--- config.mk ---
export PLATFORM = sky130hd
export DESIGN_NAME = rr_packet_arbiter
export DESIGN_NICKNAME = d
export VERILOG_FILES = /design/src/rtl/rr_packet_arbiter.sv
export SDC_FILE = /design/constraint.sdc
export NUM_CORES = 1
export LEC_CHECK = 0
export ABC_AREA = 1
export CAP_MARGIN = 20
export CORE_MARGIN = 8
export CORE_UTILIZATION = 31
export CTS_CLUSTER_DIAMETER = 150
export CTS_CLUSTER_SIZE = 20
export DETAILED_ROUTE_END_ITERATION = 6
export PLACE_DENSITY = 0.89
export REMOVE_ABC_BUFFERS = 1
export SLEW_MARGIN = 20
export SYNTH_ARGS = -nofsm -noshare
export SYNTH_HDL_FRONTEND = slang
export SYNTH_SLANG_ARGS = --single-unit
export TNS_END_PERCENT = 10
--- constraint.sdc ---
create_clock -name clk -period 8.6 [get_ports clk]
set_clock_uncertainty 0.1 [all_clocks]
set_input_delay 2.58 -clock clk [delete_from_list [all_inputs] [get_ports clk]]
set_output_delay 2.58 -clock clk [all_outputs]
set_load 0.005 [all_outputs]
--- src/rtl/rr_packet_arbiter.sv ---
// rtl/rr_packet_arbiter.sv - packet-granular round-robin arbiter for val/rdy channels
//
// Shares one val/rdy output channel among p_num_reqs input channels. A winner
// keeps the grant until the beat flagged with in_last has transferred, so
// packets from different requesters never interleave. All data paths are
// combinational: no buffering, at most one beat per cycle.
//
// Optional feature: define RR_PACKET_ARBITER_WATCHDOG_EN to build a 16-bit
// stall counter that sets a sticky err when a locked packet stalls for
// p_timeout consecutive cycles. Undefined: err is tied to 0.
//
// Ports:
//   clk, reset       clock; asynchronous active-high reset
//   in_val/in_rdy    per-requester handshake (in_rdy = grant & out_rdy)
//   in_msg           packed beats, requester i at [i*p_nbits +: p_nbits]
//   in_last          per-requester final-beat flag
//   out_val/out_rdy  shared output handshake
//   out_msg/out_last beat selected by grant
//   grant            one-hot selected requester, zero when none
//   locked           1 while mid-packet
//   err              sticky watchdog error

module rr_packet_arbiter #(
    parameter int p_num_reqs = 4,
    parameter int p_nbits    = 32,
    parameter int p_timeout  = 255
) (
    input  logic                          clk,
    input  logic                          reset,
    input  logic [p_num_reqs-1:0]         in_val,
    output logic [p_num_reqs-1:0]         in_rdy,
    input  logic [p_num_reqs*p_nbits-1:0] in_msg,
    input  logic [p_num_reqs-1:0]         in_last,
    output logic                          out_val,
    input  logic                          out_rdy,
    output logic [p_nbits-1:0]            out_msg,
    output logic                          out_last,
    output logic [p_num_reqs-1:0]         grant,
    output logic                          locked,
    output logic                          err
);

    if (p_num_reqs < 2 || p_timeout < 1 || p_timeout > 65535) begin : g_bad_param
        $error("rr_packet_arbiter: illegal parameter value");
    end

    typedef enum logic {
        ST_IDLE = 1'b0,
        ST_LOCK = 1'b1
    } state_t;

    state_t                  state_q, state_d;
    logic [p_num_reqs-1:0]   prio_q, prio_d;
    logic [p_num_reqs-1:0]   owner_q, owner_d;
    logic [p_num_reqs-1:0]   pick;
    logic                    pick_found;
    logic                    xfer;

    // Rotation wraps at bit p_num_reqs-1, so non-power-of-two counts stay legal.
    function automatic logic [p_num_reqs-1:0] rotl1(input logic [p_num_reqs-1:0] v);
        return {v[p_num_reqs-2:0], v[p_num_reqs-1]};
    endfunction

    // Variable-priority pick: offset k from the priority holder is scanned in
    // ascending order, so the first hit is the highest-priority valid requester.
    always_comb begin
        pick       = '0;
        pick_found = 1'b0;
        for (int k = 0; k < p_num_reqs; k++) begin
            for (int j = 0; j < p_num_reqs; j++) begin
                if (!pick_found && prio_q[j] && in_val[(j + k) % p_num_reqs]) begin
                    pick[(j + k) % p_num_reqs] = 1'b1;
                    pick_found                 = 1'b1;
                end
            end
        end
    end

    always_comb begin
        grant    = (state_q == ST_LOCK) ? owner_q : pick;
        // In IDLE the pick is non-zero exactly when any in_val is set, so this
        // equals |in_val there and the owner's in_val in LOCK.
        out_val  = |(in_val & grant);
        in_rdy   = grant & {p_num_reqs{out_rdy}};
        out_msg  = '0;
        out_last = 1'b0;
        for (int i = 0; i < p_num_reqs; i++) begin
            if (grant[i]) begin
                out_msg  = out_msg | in_msg[i*p_nbits +: p_nbits];
                out_last = out_last | in_last[i];
            end
        end
        xfer   = out_val & out_rdy;
        locked = (state_q == ST_LOCK);
    end

    always_comb begin
        state_d = state_q;
        prio_d  = prio_q;
        owner_d = owner_q;
        case (state_q)
            ST_IDLE: begin
                if (xfer) begin
                    if (out_last) begin
                        prio_d = rotl1(grant);
                    end else begin
                        state_d = ST_LOCK;
                        owner_d = grant;
                    end
                end
            end
            ST_LOCK: begin
                if (xfer && out_last) begin
                    state_d = ST_IDLE;
                    prio_d  = rotl1(owner_q);
                end
            end
            default: state_d = ST_IDLE;
        endcase
    end

    always_ff @(posedge clk or posedge reset) begin
        if (reset) begin
            state_q <= ST_IDLE;
            prio_q  <= {{(p_num_reqs-1){1'b0}}, 1'b1};
            owner_q <= '0;
        end else begin
            state_q <= state_d;
            prio_q  <= prio_d;
            owner_q <= owner_d;
        end
    end

`ifdef RR_PACKET_ARBITER_WATCHDOG_EN
    localparam logic [15:0] TIMEOUT = 16'(p_timeout);

    logic [15:0] stall_q, stall_d;
    logic        err_q, err_d;

    // Counter saturates so a very long stall cannot wrap back past TIMEOUT.
    always_comb begin
        stall_d = '0;
        err_d   = err_q;
        if (state_q == ST_LOCK && !xfer) begin
            stall_d = (stall_q == 16'hFFFF) ? stall_q : stall_q + 16'd1;
        end
        if (stall_d == TIMEOUT) begin
            err_d = 1'b1;
        end
    end

    always_ff @(posedge clk or posedge reset) begin
        if (reset) begin
            stall_q <= '0;
            err_q   <= 1'b0;
        end else begin
            stall_q <= stall_d;
            err_q   <= err_d;
        end
    end

    assign err = err_q;
`else
    assign err = 1'b0;
`endif

endmodule

[Word level (Yosys, flattened, before mapping)]
Index checks and enable logic that the tools add are counted.
Operators by class
  eq/ne operators: 3
  mux-type cells: 47
  bitwise gates (word level): 11
  reduce and logical (&&, ||, !) cells: 50
Operators with widths (number)
  $mux W32: 4
  $or A32 B32 Y32: 3
  $mux W1: 37
  $logic_and A1 B1 Y1: 32
  $mux W4: 4
  $logic_not A1 Y1: 15
  $and A4 B4 Y4: 2
  $pmux W4 S2: 1
  $reduce_and A3 Y1: 2
  $ne A2 B2 Y1 const B: 2
  $reduce_or A4 Y1: 1
  $or A1 B1 Y1: 3
  $ne A2 B1 Y1 const B: 1
  $not A1 Y1: 2
  $pmux W1 S2: 1
  $and A1 B1 Y1: 1
Word-level totals
  register bits: 9
  bits of input ports: 139
  output and inout bits: 44
  logic and storage cells: 114

[Depth between registers and ports, before layout]
  depth in word-level cells: 73
  mapped depth: 18
  mapped depth without buffers: 18

[Worst setup path before layout]
OpenSTA, ideal clock, no wires.
  path type: input to output
  start point: input port in_val[1]
  end point: output port out_msg[24]
  data arrival time: 3975 ps
  required time: 5920 ps
  slack: 1945 ps
  stages: 14
  buffers on the path: 1
  cell sequence: nand2_1 -> nand3_2 -> nor2_4 -> nand4_2 -> nor2_2 -> nand4_2 -> nor2_4 -> nand4_1 -> nand2_1 -> nand2_1 -> inv_2 -> buf_2 -> nand2_1 -> nand4_1
On the way
  word-level cells in the longest chain between the ends: 62
  elaborated cells on any way between the ends: 80
  those cells by class: mux (34); bitwise (3); reduce/logical (43)
Ends and longest elaborated chain
  start: declaration: RTL line 30  | input logic [p_num_reqs-1:0] in_val,
  $logic_and A1 B1 Y1: RTL line 71  | if (!pick_found && prio_q[j] && in_val[(j + k) % p_num_reqs]) begin
  $mux W1: RTL line 71
  $logic_not A1 Y1: RTL line 71
  $logic_and A1 B1 Y1 (2 in a row): RTL line 71
  $mux W1: RTL line 71
  $logic_not A1 Y1: RTL line 71
  $logic_and A1 B1 Y1 (2 in a row): RTL line 71
  $mux W1: RTL line 71
  (+43 left out)
  $mux W1: RTL line 71
  $logic_not A1 Y1: RTL line 71
  $logic_and A1 B1 Y1 (2 in a row): RTL line 71
  $mux W1: RTL line 71
  $mux W4 (*): RTL line 80  | grant = (state_q == ST_LOCK) ? owner_q : pick;
  $mux W32: RTL line 88  | if (grant[i]) begin
  $or A32 B32 Y32: RTL line 89  | out_msg = out_msg | in_msg[i*p_nbits +: p_nbits];
  $mux W32 (*): RTL line 88
  end: declaration: RTL line 36  | output logic [p_nbits-1:0] out_msg,
Every way passes the cells marked *; elsewhere a longest branch is shown, timed or not.

[Worst setup path after layout]
  start point: input port in_val[1]
  end point: output port out_msg[26]
The elaborated chain is that of the path after synthesis.

==> summary.txt <==
Synthesis
  – Leading area contributor after synthesis: nand2_1
  – Main synth FF type: dfrtp_1
  – Distinct cell type count after synthesis: 27
  – Async S/R FF share, synth: 100%
  – Adder-Cell Fraction of Synth Area: 0%
  – Yosys reg bits: 9
  – Post-Synth Simple-Gate Area: 73.4%
  – Area contributors post-synth: nand2_1 (38%), nand4_1 (15%), dfrtp_1 (12%)
  – Syn Std Cell Area: 1680 µm²
  – Post-Synthesis Cells: 312
  – Number of synthesized flops with an enable pin: 0
  – XOR/XNOR Fraction of Synth Area: 0%
  – Synth top area share: 38.3%
  – Synth Area in Compound Gates: 2.54%
  – Yosys warns: 0
  – Post-Syn Area per Cell: 5.38 µm²
  – Post-synthesis mux area share: 0%
  – Most common cell in the synthesized netlist: nand2_1
  – Main combinational cell family by area after synthesis: simple AND/OR/NAND/NOR gates
  – Register area share after synthesis: 13.5%
  – Commonest cells in the netlist: nand2_1 (171), nand4_1 (39), nand3_1 (17)

Finish
  – Number of antenna diodes: 0
  – Finished Layout Cells: 555
  – Area Growth Syn to Fin: 112%
  – Final Instance Area: 3560 µm²
  – Net count, final: 625
  – Share of layout cells above drive strength 1: 7.42%

Detailed routing
  – Met1 WL: 3.47 mm
  – Drc violations: 0
  – Number of nets with antenna violations after routing: 0
  – Routed wire length: 9.69 mm
  – Drt wl/cell: 17.5 µm
  – Vias/cell: 4.95
  – WL met2: 4.95 mm
  – Met3 wire len: 906 µm
  – Highest metal used: met4
  – Total iterations of the first detailed-routing run: 4
  – Routed via count: 2748
  – Number of DRC markers in iteration 0: 104

Global routing
  – Maximum number of pins on one net before global-route repair: 37
  – Overflow after GRT: 0
  – GRT Util Overall: 22.9%
  – Wire length of the first global-routing pass: 14.2 mm
  – Number of global-route vias before repair: 2793
  – Initial antenna violation count: 0

Clock tree
  – CTS clock-pin slew for the worst setup and hold paths: 0.04 ns
  – # clock sinks: 9
  – Post-cts resize count: 0
  – Worst skew pair latency: 0.23 ns
  – # H-tree levels: 1
  – # hold bufs at CTS: 0
  – Number of CTS-inserted buffers: 3
  – Post-CTS setup buffer count: 0
  – Clk buf depth: 2
  – CTS root buf: clkbuf_8
  – CTS tree: built

Worst hold path
  – Min-Delay Endpoint: owner_q[3]
  – Hold path cells: 2
  – Hold Crit Class: reg -> reg
  – Hold_sp: owner_q[3]

Run status
  – Status: finished, final reports clean

Flow run
  – # Max-Cap Violations: 0

Worst setup path
  – R2r endpoint: prio_q[3]
  – Critical Setup Path Class: in -> out
  – CP Data Required Time: 5.92 ns
  – Worst setup EP type: primary output
  – R2R depth: 14
  – Top cell by count, worst path: nand2_1
  – Reg-to-Reg Start: prio_q[1]
  – Startpoint Class: input port
  – Slowest stage delay, CP: 0.54 ns
  – CP max-delay cell: clkdlybuf4s50_1
  – Worst Path Max Fanout: 34
  – Worst EP arrival: 5.52 ns
  – Reg2reg setup slack: 6.02 ns
  – Critical-path cell list: clkdlybuf4s50_1 -> nand2_1 -> nand2_1 -> nor2_1 -> nand4_1 -> nor2_1 -> nand4_1 -> nor2_1 -> a21oi_1 -> nand2_1 -> nand2_1 -> inv_2 -> nand2_1 -> nand4_1 -> clkdlybuf4s50_1

Timing
  – Setup TNS: 0 ns
  – Min Tclk post-route: 8.20 ns
  – Final count of pins violating max slew: 0
  – RSZ-0062 raised after global routing: no
  – Final period util: 95.3%
  – Slew HR: 61.0%
  – Final setup viols: 0
  – Final Hold Viols: 0
  – Least-Margin Pin Slew: 0.584 ns
  – Max Freq: 122 MHz

Floorplanning
  – Die ar.: 8020 µm²
  – Die W: 89.6 µm
  – Row cnt: 26
  – Die Span Y: 89.6 µm
  – Ports: 183
  – Initial Util: 32.4%
  – Core region area: 5170 µm²

Placement
  – Port bufs: 181
  – Gpl congestion: 1.01
  – Placed Instances: 551
  – HPWL Detailed: 8.23 mm
  – Post-DP Area: 3520 µm²

Power
  – Pwr/cell area: 44.3 nW/µm²
  – Static Leakage: 0.00157 µW
  – Peak supply drop: 0.0371 mV
## stage by stage
stage               hold WS, ns  util (%)  total power (µW)  setup WS (ns)
global route              0.378      68.9               164         0.0417
finish                    0.362      68.9               158          0.401
detailed placement        0.356      68.0               109          0.397
CTS                       0.367      68.9               158          0.376
global placement          0.352      68.0               108          0.465
floorplan                 0.334         -              44.5           1.87
## routing by layer
metal | vias up | track usage (%)
li1 | 1359 | -
met1 | 1218 | 24.6
met2 | 145 | 40.2
met3 | 26 | 7.19
met4 | 0 | 10.3
met5 | - | 0
## area by class of cell
class,instances,area (µm²)
Timing Repair Buffer,185,1840
Fill cell,445,1610
Multi-Input combinational cell,266,1280
Sequential cell,9,226
Tap cell,70,87.6
Inverter,21,83.8
Clock buffer,4,45.0
## report_power, final
| part | internal, µW | total [µW] | switching, µW |
|---|---|---|---|
| Clock | 32.3 | 49.0 | 16.7 |
| Sequential | 42.5 | 42.5 | 0 |
| Combinational | 54.2 | 66.3 | 12.0 |
| Total | 129 | 158 | 28.7 |
## cell usage in the layout (no fill, tap or decap), types with 2 or more instances in the layout
cell type,synthesis,final
inv_1,14,14
buf_4,4,4
clkdlybuf4s50_1,0,181
nor2_4,3,3
nand4_1,39,39
or2_2,4,4
a21oi_1,3,3
nor2_2,2,2
clkinv_1,2,2
nand2_2,3,3
dfrtp_1,8,8
nand2_4,6,6
clkbuf_8,0,3
inv_2,4,4
nand3_1,17,17
nor2_1,8,8
nand2_1,171,171
nand4_2,2,2
## kinds of logic after synthesis
family | after synthesis
AOI/OAI and AO/OA | 7
buffers and inverters | 37
DFF | 9
other | 1
and+or+nand+nor | 258
## how the worst max path moves through the flow
stage               from     endpoint  slack [ns]  cells past startpoint
3_3_place_gp   in_val[1]  out_msg[31]        0.47                     15
3_5_place_dp   in_val[1]   out_msg[5]        0.40                     15
2_1_floorplan  in_val[1]   out_msg[0]        1.87                     13
5_1_grt        in_val[1]  out_msg[19]        0.04                     15
6_report       in_val[1]  out_msg[26]        0.40                     15
4_1_cts        in_val[1]  out_msg[31]        0.38                     15
## critical path, delay by kind of cell
family	cells	cell delay, ns
compound gates	1	0.09
simple gates	11	1.33
buf+inv	3	1.49
## state kept, by name (all words and copies together), names as in the netlist
signal	flops
owner_q	4
locked	1
prio_q	4
Note: power is estimated with default switching activity, not from simulation.
